### src/rtl/traffic_phase_scheduler.sv
// Master sequencer: wall-clock time keeping plus the day/night signal
// phase rings with yellow, pedestrian extension and emergency override.
module traffic_phase_scheduler #(
  parameter int TICKS_PER_SEC   = 1000,
  parameter int DAY_PHASE_SEC   = 5,
  parameter int NIGHT_PHASE_SEC = 10,
  parameter int YELLOW_SEC      = 1,
  parameter int PED_EXTRA_SEC   = 3,
  parameter int START_HOUR      = 8
) (
  input  logic       clk,
  input  logic       rst,
  input  logic       time_set,
  input  logic [4:0] set_hour,
  input  logic [5:0] set_minute,
  input  logic       ped_req,
  input  logic       emergency,
  output logic [4:0] hour,
  output logic [5:0] minute,
  output logic [5:0] second,
  output logic [3:0] situation,
  output logic [4:0] phase_remain,
  output logic       yellow,
  output logic       sec_pulse
);

  localparam int PW =
    (TICKS_PER_SEC > 1) ? $clog2(TICKS_PER_SEC) : 1;
  localparam logic [PW-1:0] PRE_MAX = PW'(TICKS_PER_SEC - 1);

  localparam logic [4:0] DAY_DUR   = 5'(DAY_PHASE_SEC);
  localparam logic [4:0] NIGHT_DUR = 5'(NIGHT_PHASE_SEC);
  localparam logic [4:0] YEL_DUR   = 5'(YELLOW_SEC);
  localparam logic [4:0] PED_DUR   = 5'(PED_EXTRA_SEC);
  localparam logic [4:0] HOUR_RST  = 5'(START_HOUR);

  localparam logic [0:0] S_RUN   = 1'b0;
  localparam logic [0:0] S_EMERG = 1'b1;

  localparam logic [3:0] SIT_A  = 4'd1;
  localparam logic [3:0] SIT_F  = 4'd6;
  localparam logic [3:0] SIT_G  = 4'd7;
  localparam logic [3:0] SIT_H  = 4'd8;
  localparam logic [3:0] SIT_EM = 4'd9;

  logic [PW-1:0] pre_q, pre_d;
  logic [4:0]    hour_q, hour_d;
  logic [5:0]    min_q, min_d;
  logic [5:0]    sec_q, sec_d;
  logic [3:0]    sit_q, sit_d;
  logic [4:0]    rem_q, rem_d;
  logic          yel_q, yel_d;
  logic          pulse_q, pulse_d;
  logic          ped_q, ped_d;
  logic [0:0]    state_q, state_d;

  logic       load;
  logic       tick;
  logic       day;
  logic [4:0] base;
  logic [3:0] nxt;

  always_comb begin
    load = time_set && (set_hour <= 5'd23) &&
           (set_minute <= 6'd59);
    tick = (pre_q == PRE_MAX) && !load;

    pre_d  = (pre_q == PRE_MAX) ? '0 : pre_q + 1'b1;
    hour_d = hour_q;
    min_d  = min_q;
    sec_d  = sec_q;

    if (load) begin
      pre_d  = '0;
      hour_d = set_hour;
      min_d  = set_minute;
      sec_d  = 6'd0;
    end else if (tick) begin
      if (sec_q == 6'd59) begin
        sec_d = 6'd0;
        if (min_q == 6'd59) begin
          min_d  = 6'd0;
          hour_d = (hour_q == 5'd23) ? 5'd0 : hour_q + 5'd1;
        end else begin
          min_d = min_q + 6'd1;
        end
      end else begin
        sec_d = sec_q + 6'd1;
      end
    end

    // Mode is judged on the hour this edge will hold.
    day  = (hour_d >= 5'd8) && (hour_d < 5'd23);
    base = day ? DAY_DUR : NIGHT_DUR;

    nxt = SIT_A;
    unique case (1'b1)
      !day && (sit_q == SIT_G):                 nxt = SIT_H;
      !day && (sit_q != SIT_G):                 nxt = SIT_G;
      day && (sit_q >= SIT_A) && (sit_q < SIT_F): nxt = sit_q + 4'd1;
      default:                                  nxt = SIT_A;
    endcase

    state_d = state_q;
    sit_d   = sit_q;
    rem_d   = rem_q;
    ped_d   = ped_q;

    unique case (state_q)
      S_RUN: begin
        if (emergency) begin
          state_d = S_EMERG;
          sit_d   = SIT_EM;
          ped_d   = ped_q | ped_req;
        end else if (tick && (rem_q == 5'd1)) begin
          sit_d = nxt;
          rem_d = base + (ped_q ? PED_DUR : 5'd0);
          ped_d = ped_req;
        end else begin
          ped_d = ped_q | ped_req;
          if (tick) rem_d = rem_q - 5'd1;
        end
      end
      default: begin
        if (!emergency) begin
          state_d = S_RUN;
          sit_d   = day ? SIT_A : SIT_G;
          rem_d   = base;
          ped_d   = 1'b0;
        end
      end
    endcase

    yel_d   = (state_d == S_RUN) && (rem_d <= YEL_DUR);
    pulse_d = tick;
  end

  always_ff @(posedge clk) begin
    if (!rst) begin
      pre_q   <= '0;
      hour_q  <= HOUR_RST;
      min_q   <= 6'd0;
      sec_q   <= 6'd0;
      sit_q   <= SIT_A;
      rem_q   <= DAY_DUR;
      yel_q   <= 1'b0;
      pulse_q <= 1'b0;
      ped_q   <= 1'b0;
      state_q <= S_RUN;
    end else begin
      pre_q   <= pre_d;
      hour_q  <= hour_d;
      min_q   <= min_d;
      sec_q   <= sec_d;
      sit_q   <= sit_d;
      rem_q   <= rem_d;
      yel_q   <= yel_d;
      pulse_q <= pulse_d;
      ped_q   <= ped_d;
      state_q <= state_d;
    end
  end

  assign hour         = hour_q;
  assign minute       = min_q;
  assign second       = sec_q;
  assign situation    = sit_q;
  assign phase_remain = rem_q;
  assign yellow       = yel_q;
  assign sec_pulse    = pulse_q;

endmodule

### config.mk
export PLATFORM = sky130hd
export DESIGN_NAME = traffic_phase_scheduler
export DESIGN_NICKNAME = d
export VERILOG_FILES = /design/src/rtl/traffic_phase_scheduler.sv
export SDC_FILE = /design/constraint.sdc
export NUM_CORES = 1
export LEC_CHECK = 0
export BUFFER_PORTS_ARGS = -buffer_cell sky130_fd_sc_hd__buf_2
export CORE_ASPECT_RATIO = 0.75
export CORE_MARGIN = 10
export CORE_UTILIZATION = 45
export CTS_BUF_LIST = sky130_fd_sc_hd__clkbuf_8 sky130_fd_sc_hd__clkbuf_16
export DETAILED_ROUTE_END_ITERATION = 12
export PLACE_DENSITY = 0.76
export SYNTH_ARGS = -nofsm -noshare
export SYNTH_HDL_FRONTEND = slang
export SYNTH_SLANG_ARGS = --single-unit
### constraint.sdc
create_clock -name clk -period 3.8 [get_ports clk]
set_input_delay 0.76 -clock clk [delete_from_list [all_inputs] [get_ports clk]]
set_output_delay 0.76 -clock clk [all_outputs]
set_load 0.01 [all_outputs]
# After elaboration in Yosys (flattened, before gate mapping)
# Cells that the tools add are included.
[op_classes]
add_sub_neg = 7
order_cmp = 7
eq_ne = 8
muxes = 28
n_bitwise = 3
n_reduce_logical = 19
[ops]
columns = ["operator", "n"]
rows = [
  ["$mux 5", 10],
  ["$mux 6", 5],
  ["$mux 4", 5],
  ["$add 6x1->6 const B", 2],
  ["$eq 6x6->1 const B", 2],
  ["$pmux 4 s3", 1],
  ["$add 10x1->10 const B", 1],
  ["$eq 10x10->1 const B", 1],
  ["$logic_and 1x1->1", 10],
  ["$le 6x6->1 const B", 1],
  ["$add 4x2->5", 1],
  ["$add 5x1->5 const B", 1],
  ["$eq 5x1->1 const B", 1],
  ["$eq 5x5->1 const B", 1],
  ["$ge 5x4->1 const B", 1],
  ["$le 5x1->1 const B", 1],
  ["$le 5x5->1 const B", 1],
  ["$lt 5x5->1 const B", 1],
  ["$mux 1", 5],
  ["$sub 5x1->5 const B", 1],
  ["$add 4x1->4 const B", 1],
  ["$eq 4x3->1 const B", 1],
  ["$ge 4x1->1 const B", 1],
  ["$lt 4x3->1 const B", 1],
  ["12 further kinds", 16],
]
[totals]
ff_bits = 40
in_bits = 16

# Longest topological paths before layout
[logic_depth]
ltp_word = 16
ltp_mapped = 16
depth_no_buf = 14

# Worst setup path before layout
# OpenSTA, ideal clock, no wires.
[synth_path]
path_kind = "register to register"
start = "reg min_q[0] (netlist: minute[0])"
end = "reg yel_q (netlist: yellow)"
setup_ps = 116
arrival_time_ps = 3378
path_slack_ps = 305
path_stages_with_launch = 16
n_path_buf = 1
path_cell_list = "dfxtp_1 ha_1 nand2_1 or3_1 buf_6 nor4_4 mux2_1 o21ai_2 a2bb2oi_2 inv_1 ha_1 a22o_1 a2111oi_0 or4_1 a21oi_1 and4_1"
[synth_via]
elab_chain_cells = 14
elab_cells_between_ends = 16
classes_between = "add/sub (1); order compare (3); eq/ne (1); mux (9); reduce/logical (2)"
[synth_lines]
columns = ["element", "line_no", "text"]
rows = [
  ["from (decl)", "48", "logic [5:0] min_q, min_d;"],
  ["from (signal assigned)", "153", "min_q <= min_d;"],
  ["$eq 6x6->1 (*)", "81", "if (min_q == 6'd59) begin"],
  ["$mux 5 (*)", "81", ""],
  ["$mux 5 (*)", "79", "if (sec_q == 6'd59) begin"],
  ["$mux 5 (*)", "78", "end else if (tick) begin"],
  ["$mux 5 (*)", "73", "if (load) begin"],
  ["$ge 5x4->1 / $lt 5x5->1 (equally long branches)", "93", "day = (hour_d >= 5'd8) && (hour_d < 5'd23);"],
  ["$logic_and 1x1->1 (*)", "93", ""],
  ["$mux 4 (*)", "94", "base = day ? DAY_DUR : NIGHT_DUR;"],
  ["$add 4x2->5", "117", "rem_d = base + (ped_q ? PED_DUR : 5'd0);"],
  ["$mux 5", "115", "end else if (tick && (rem_q == 5'd1)) begin"],
  ["$mux 5", "111", "if (emergency) begin"],
  ["$mux 5 (*)", "109", "unique case (state_q)"],
  ["$le 5x1->1 (*)", "134", "yel_d = (state_d == S_RUN) && (rem_d <= YEL_DUR);"],
  ["$logic_and 1x1->1 (*)", "134", ""],
  ["to (signal assigned)", "157", "yel_q <= yel_d;"],
  ["to (decl)", "52", "logic yel_q, yel_d;"],
]
# Every way passes the cells marked *; elsewhere a longest branch is shown, timed or not.
# A chain may end at the register's enable or synchronous reset.

# Final worst setup path
[layout_path]
start = "reg min_q[1] (netlist: minute[1])"
end = "reg yel_q (netlist: yellow)"
# Same word-level chain as after synthesis.

==> impl_results.html <==
<table>
<tr><th>Metric</th><th>Value</th></tr>
<tr><th colspan="2">Outcome</th></tr>
<tr><td>Outcome</td><td>completed</td></tr>
<tr><th colspan="2">Synthesis</th></tr>
<tr><td>Seq/Total Area, Yosys</td><td>0.3376</td></tr>
<tr><td>EDFF count, synth</td><td>0</td></tr>
<tr><td>Netlist Area Pre-Place</td><td>2372 µm²</td></tr>
<tr><td>Cell type contributing the most total cell area after synthesis</td><td>dfxtp_1</td></tr>
<tr><td>Biggest area contributors in the synthesized netlist</td><td>dfxtp_1, ha_1, nand2_1, nor2_1, nand3_1</td></tr>
<tr><td>Number of synthesized register bits</td><td>40</td></tr>
<tr><td>Nets in the synthesized netlist</td><td>309</td></tr>
<tr><td>Leading cell types by count after synthesis</td><td>dfxtp_1, nand2_1, nor2_1</td></tr>
<tr><td>Synth Flop Type</td><td>dfxtp_1</td></tr>
<tr><td>Post-Syn Instances</td><td>282</td></tr>
<tr><td>Mean Syn Cell Area</td><td>8.412 µm²</td></tr>
<tr><td>Number of library cell types mapped by synthesis</td><td>63</td></tr>
<tr><td>Ys Warns</td><td>0</td></tr>
<tr><td>Ys async rst share</td><td>0</td></tr>
<tr><td>Share of the synthesized area in the top cell type</td><td>0.3376</td></tr>
<tr><td>Cell with the most instances after synthesis</td><td>dfxtp_1</td></tr>
<tr><th colspan="2">GRT</th></tr>
<tr><td>Vias in the first global route</td><td>2145</td></tr>
<tr><td>Global-route wire length before repair</td><td>9929 µm</td></tr>
<tr><td>Largest net degree at the start of global routing</td><td>27</td></tr>
<tr><td>GRT Total Usage</td><td>0.1324</td></tr>
<tr><td>Sum of overflow across all layers after global routing</td><td>0</td></tr>
<tr><td>Initial antenna violation count</td><td>0</td></tr>
<tr><th colspan="2">Floorplanning</th></tr>
<tr><td>I/O pins</td><td>44</td></tr>
<tr><td>Initial Util</td><td>0.4735</td></tr>
<tr><td>Number of core rows</td><td>22</td></tr>
<tr><td>Core box area</td><td>5010 µm²</td></tr>
<tr><td>Die outline area</td><td>8606 µm²</td></tr>
<tr><td>X dimension of the die</td><td>103.8 µm</td></tr>
<tr><td>Die Span Y</td><td>82.88 µm</td></tr>
<tr><th colspan="2">Power</th></tr>
<tr><td>Leakage power total</td><td>1.200 nW</td></tr>
<tr><td>Post-layout power</td><td>0.0008798 W</td></tr>
<tr><td>Net Sw Frac</td><td>0.2879</td></tr>
<tr><td>Internal power</td><td>0.0006266 W</td></tr>
<tr><td>Part of the power in combinational logic</td><td>0.175</td></tr>
<tr><td>Max VDD drop</td><td>0.0001679 V</td></tr>
<tr><td>Power density of the placed cells</td><td>319.8 nW/µm²</td></tr>
<tr><td>Clock network fraction of design power</td><td>0.301</td></tr>
<tr><td>Switch Pwr</td><td>0.0002533 W</td></tr>
<tr><td>Share of power burned in registers</td><td>0.524</td></tr>
<tr><th colspan="2">STA</th></tr>
<tr><td>Period utilisation layout</td><td>0.9352</td></tr>
<tr><td>Least-Margin Pin Slew</td><td>0.6930 ns</td></tr>
<tr><td>Maximum operating frequency</td><td>281.4 MHz</td></tr>
<tr><td>Clock period minus final worst setup slack</td><td>3.554 ns</td></tr>
<tr><td>Final count of negative-setup-slack endpoints</td><td>0</td></tr>
<tr><td>Setup repair after global routing missed its margin</td><td>no</td></tr>
<tr><td>Fin. Hold Viols</td><td>0</td></tr>
<tr><td>Worst-case headroom to the max-slew limit</td><td>0.5261</td></tr>
<tr><td>Worst clock skew on the final layout</td><td>0.005123 ns</td></tr>
<tr><td>Number of slew-limit violations in the final report</td><td>0</td></tr>
<tr><td>Fin Setup TNS</td><td>0 ns</td></tr>
<tr><th colspan="2">Critical path</th></tr>
<tr><td>Source of the worst register-to-register timing path</td><td>minute[1]</td></tr>
<tr><td>Required time of the critical path</td><td>3.99 ns</td></tr>
<tr><td>Capturing element type of the critical path</td><td>flop</td></tr>
<tr><td>Crit start category</td><td>flop</td></tr>
<tr><td>Crit path from</td><td>minute[1]</td></tr>
<tr><td>Type of the worst setup path</td><td>flop to flop</td></tr>
<tr><td>Maximum fanout along the worst path</td><td>7</td></tr>
<tr><td>Worst endpoint data arrival time</td><td>3.74 ns</td></tr>
<tr><th colspan="2">Clock tree</th></tr>
<tr><td>Post-cts hold buffer count</td><td>0</td></tr>
<tr><td>Root cell of the clock tree</td><td>clkbuf_8</td></tr>
<tr><td>TritonCTS clock tree</td><td>yes</td></tr>
<tr><td>Max Buffers Root-to-Sink</td><td>2</td></tr>
<tr><td>Clock tree sinks</td><td>40</td></tr>
<tr><td>Clock insertion delay at the later pin of the skew report</td><td>0.29 ns</td></tr>
<tr><td>Clock buffer count from CTS</td><td>5</td></tr>
<tr><td>Post-CTS clock slew at the launch and capture registers of the worst setup and hold paths</td><td>0.08 ns</td></tr>
<tr><td>Number of H-tree levels</td><td>2</td></tr>
<tr><th colspan="2">Cells and area</th></tr>
<tr><td>Count of antenna diodes in the layout</td><td>0</td></tr>
<tr><td>Share of cells above drive strength 1</td><td>0.2378</td></tr>
<tr><td>Fillcell total</td><td>474</td></tr>
<tr><td>Area added between synthesis and finish</td><td>15.98%</td></tr>
<tr><td>Final net count</td><td>355</td></tr>
<tr><th colspan="2">Drt</th></tr>
<tr><td>DR DRC count</td><td>0</td></tr>
<tr><td>Detail Route Antenna Nets</td><td>0</td></tr>
<tr><td>Detailed router's first-iteration violation count</td><td>166</td></tr>
<tr><td>First-pass detailed-route iteration total</td><td>4</td></tr>
<tr><td>Routed via count divided by cell count</td><td>5.673</td></tr>
<tr><td>Routed via count</td><td>2269</td></tr>
<tr><td>Wire length after detailed routing</td><td>5911 µm</td></tr>
<tr><td>Average detailed-routed wire length per instance</td><td>14.78 µm</td></tr>
<tr><th colspan="2">Placed design</th></tr>
<tr><td>Placed wire-length estimate</td><td>4496 µm</td></tr>
<tr><td>Routability Congestion</td><td>0.8103</td></tr>
<tr><td>Input/output buffers</td><td>43</td></tr>
<tr><th colspan="2">Min path</th></tr>
<tr><td>Type of the worst min-delay path</td><td>flop to flop</td></tr>
<tr><td>Startpoint of the most critical hold path</td><td>pre_q[0]</td></tr>
<tr><th colspan="2">Job</th></tr>
<tr><td>Max-capacitance violation count</td><td>0</td></tr>
</table>
[routing by layer]
layer | wire length (µm) | vias to the layer above | GRT usage
met5 | 0 | - | 0
met4 | 63 | 0 | 0.03630
met3 | 432 | 8 | 0.04012
met2 | 2488 | 75 | 0.1918
met1 | 2927 | 1056 | 0.1839
li1 | - | 1130 | -
[layout by cell type, fill, tap and decap left out, types with 3 or more instances in the layout]
cell type  instances
a31oi_1            4
buf_4              6
o211a_1            7
clkbuf_8           5
o21ai_0           12
or3_1              4
buf_2             43
inv_1             12
a21boi_0           3
a21oi_1           11
and3_1             3
and2_1             5
nor2_1            30
xor2_1             9
ha_1              11
dfxtp_1           39
o211ai_1           3
and4_1             4
nand3_1           20
nor3_1             6
nand2_1           30
nand4_1            9
[repair_timing]
action,CTS,global route
endpoints found under the setup margin,0,1
setup buffers,0,0
hold endpoints to repair,0,0
resized for setup,0,3
[final cells by class]
type / instances / area, µm² / share of cell area
Multi-Input combinational cell: 221 / 1480 / 0.5380
Sequential cell: 40 / 802.0 / 0.2915
Timing Repair Buffer: 49 / 260.3 / 0.09459
Tap cell: 72 / 90.09 / 0.03274
Clock buffer: 5 / 68.82 / 0.02501
Inverter: 11 / 41.29 / 0.01501
Clock inverter: 2 / 8.758 / 0.003183
[critical path: stages (launching register included)]
cell,delay (ns)
dfxtp_1,0.38
ha_1,0.20
nand2_1,0.09
or3_4,0.39
nor4_4,0.30
mux2_1,0.39
o21ai_2,0.16
a2bb2oi_2,0.17
inv_1,0.07
ha_1,0.18
a22o_1,0.20
a2111oi_1,0.50
or4_1,0.19
a21oi_1,0.03
and4_1,0.21
[cells by family after synthesis]
| group | after synthesis | share of synthesized area |
|---|---|---|
| AOI/OAI and AO/OA | 65 | 0.2057 |
| xor gates and xnor gates | 10 | 0.03692 |
| adders and majority gates | 11 | 0.05802 |
| buffers and inverters | 21 | 0.04114 |
| DFF | 40 | 0.3376 |
| muxes | 2 | 0.008966 |
| and+or+nand+nor | 133 | 0.3117 |
[flip-flops by register name, summed over array words and instances, names as in the netlist]
signal / count
hour: 5
ped_q: 1
sec_pulse: 1
situation: 4
second: 6
yellow: 1
state_q: 1
minute: 6
phase_remain: 5
pre_q: 10
[per-stage QoR]
stage / util / hold WS [ns] / setup slack, ns / area (µm²) / std cells
2_1_floorplan: - / 0.4302 / 0.3053 / 2372 / 282
3_5_place_dp: 0.5322 / 0.4615 / 0.1152 / 2666 / 393
5_1_grt: 0.5492 / 0.4843 / 0.01450 / 2751 / 400
3_3_place_gp: 0.5322 / 0.4464 / 0.2774 / 2666 / 393
4_1_cts: 0.5477 / 0.4744 / 0.09393 / 2744 / 400
6_report: 0.5492 / 0.4703 / 0.2462 / 2751 / 400
[power by group through the flow]
stage          Sequential (W)  Clock, W  Combinational, W
6_report             0.000461  0.000265          0.000154
5_1_grt              0.000464  0.000285          0.000173
4_1_cts              0.000461  0.000273          0.000154
3_5_place_dp         0.000470         0          0.000153
3_3_place_gp         0.000470         0          0.000150
2_1_floorplan        0.000474         0         0.0000967
[worst paths after layout]
check | to | slack [ns] | depth (start not counted)
worst min-delay path | pre_q[0] | 0.47 | 1
worst max register to register | yellow | 0.25 | 14
worst min register to register | pre_q[0] | 0.47 | 1
worst max-delay path | yellow | 0.25 | 14
(Power assumes the default switching activity.)
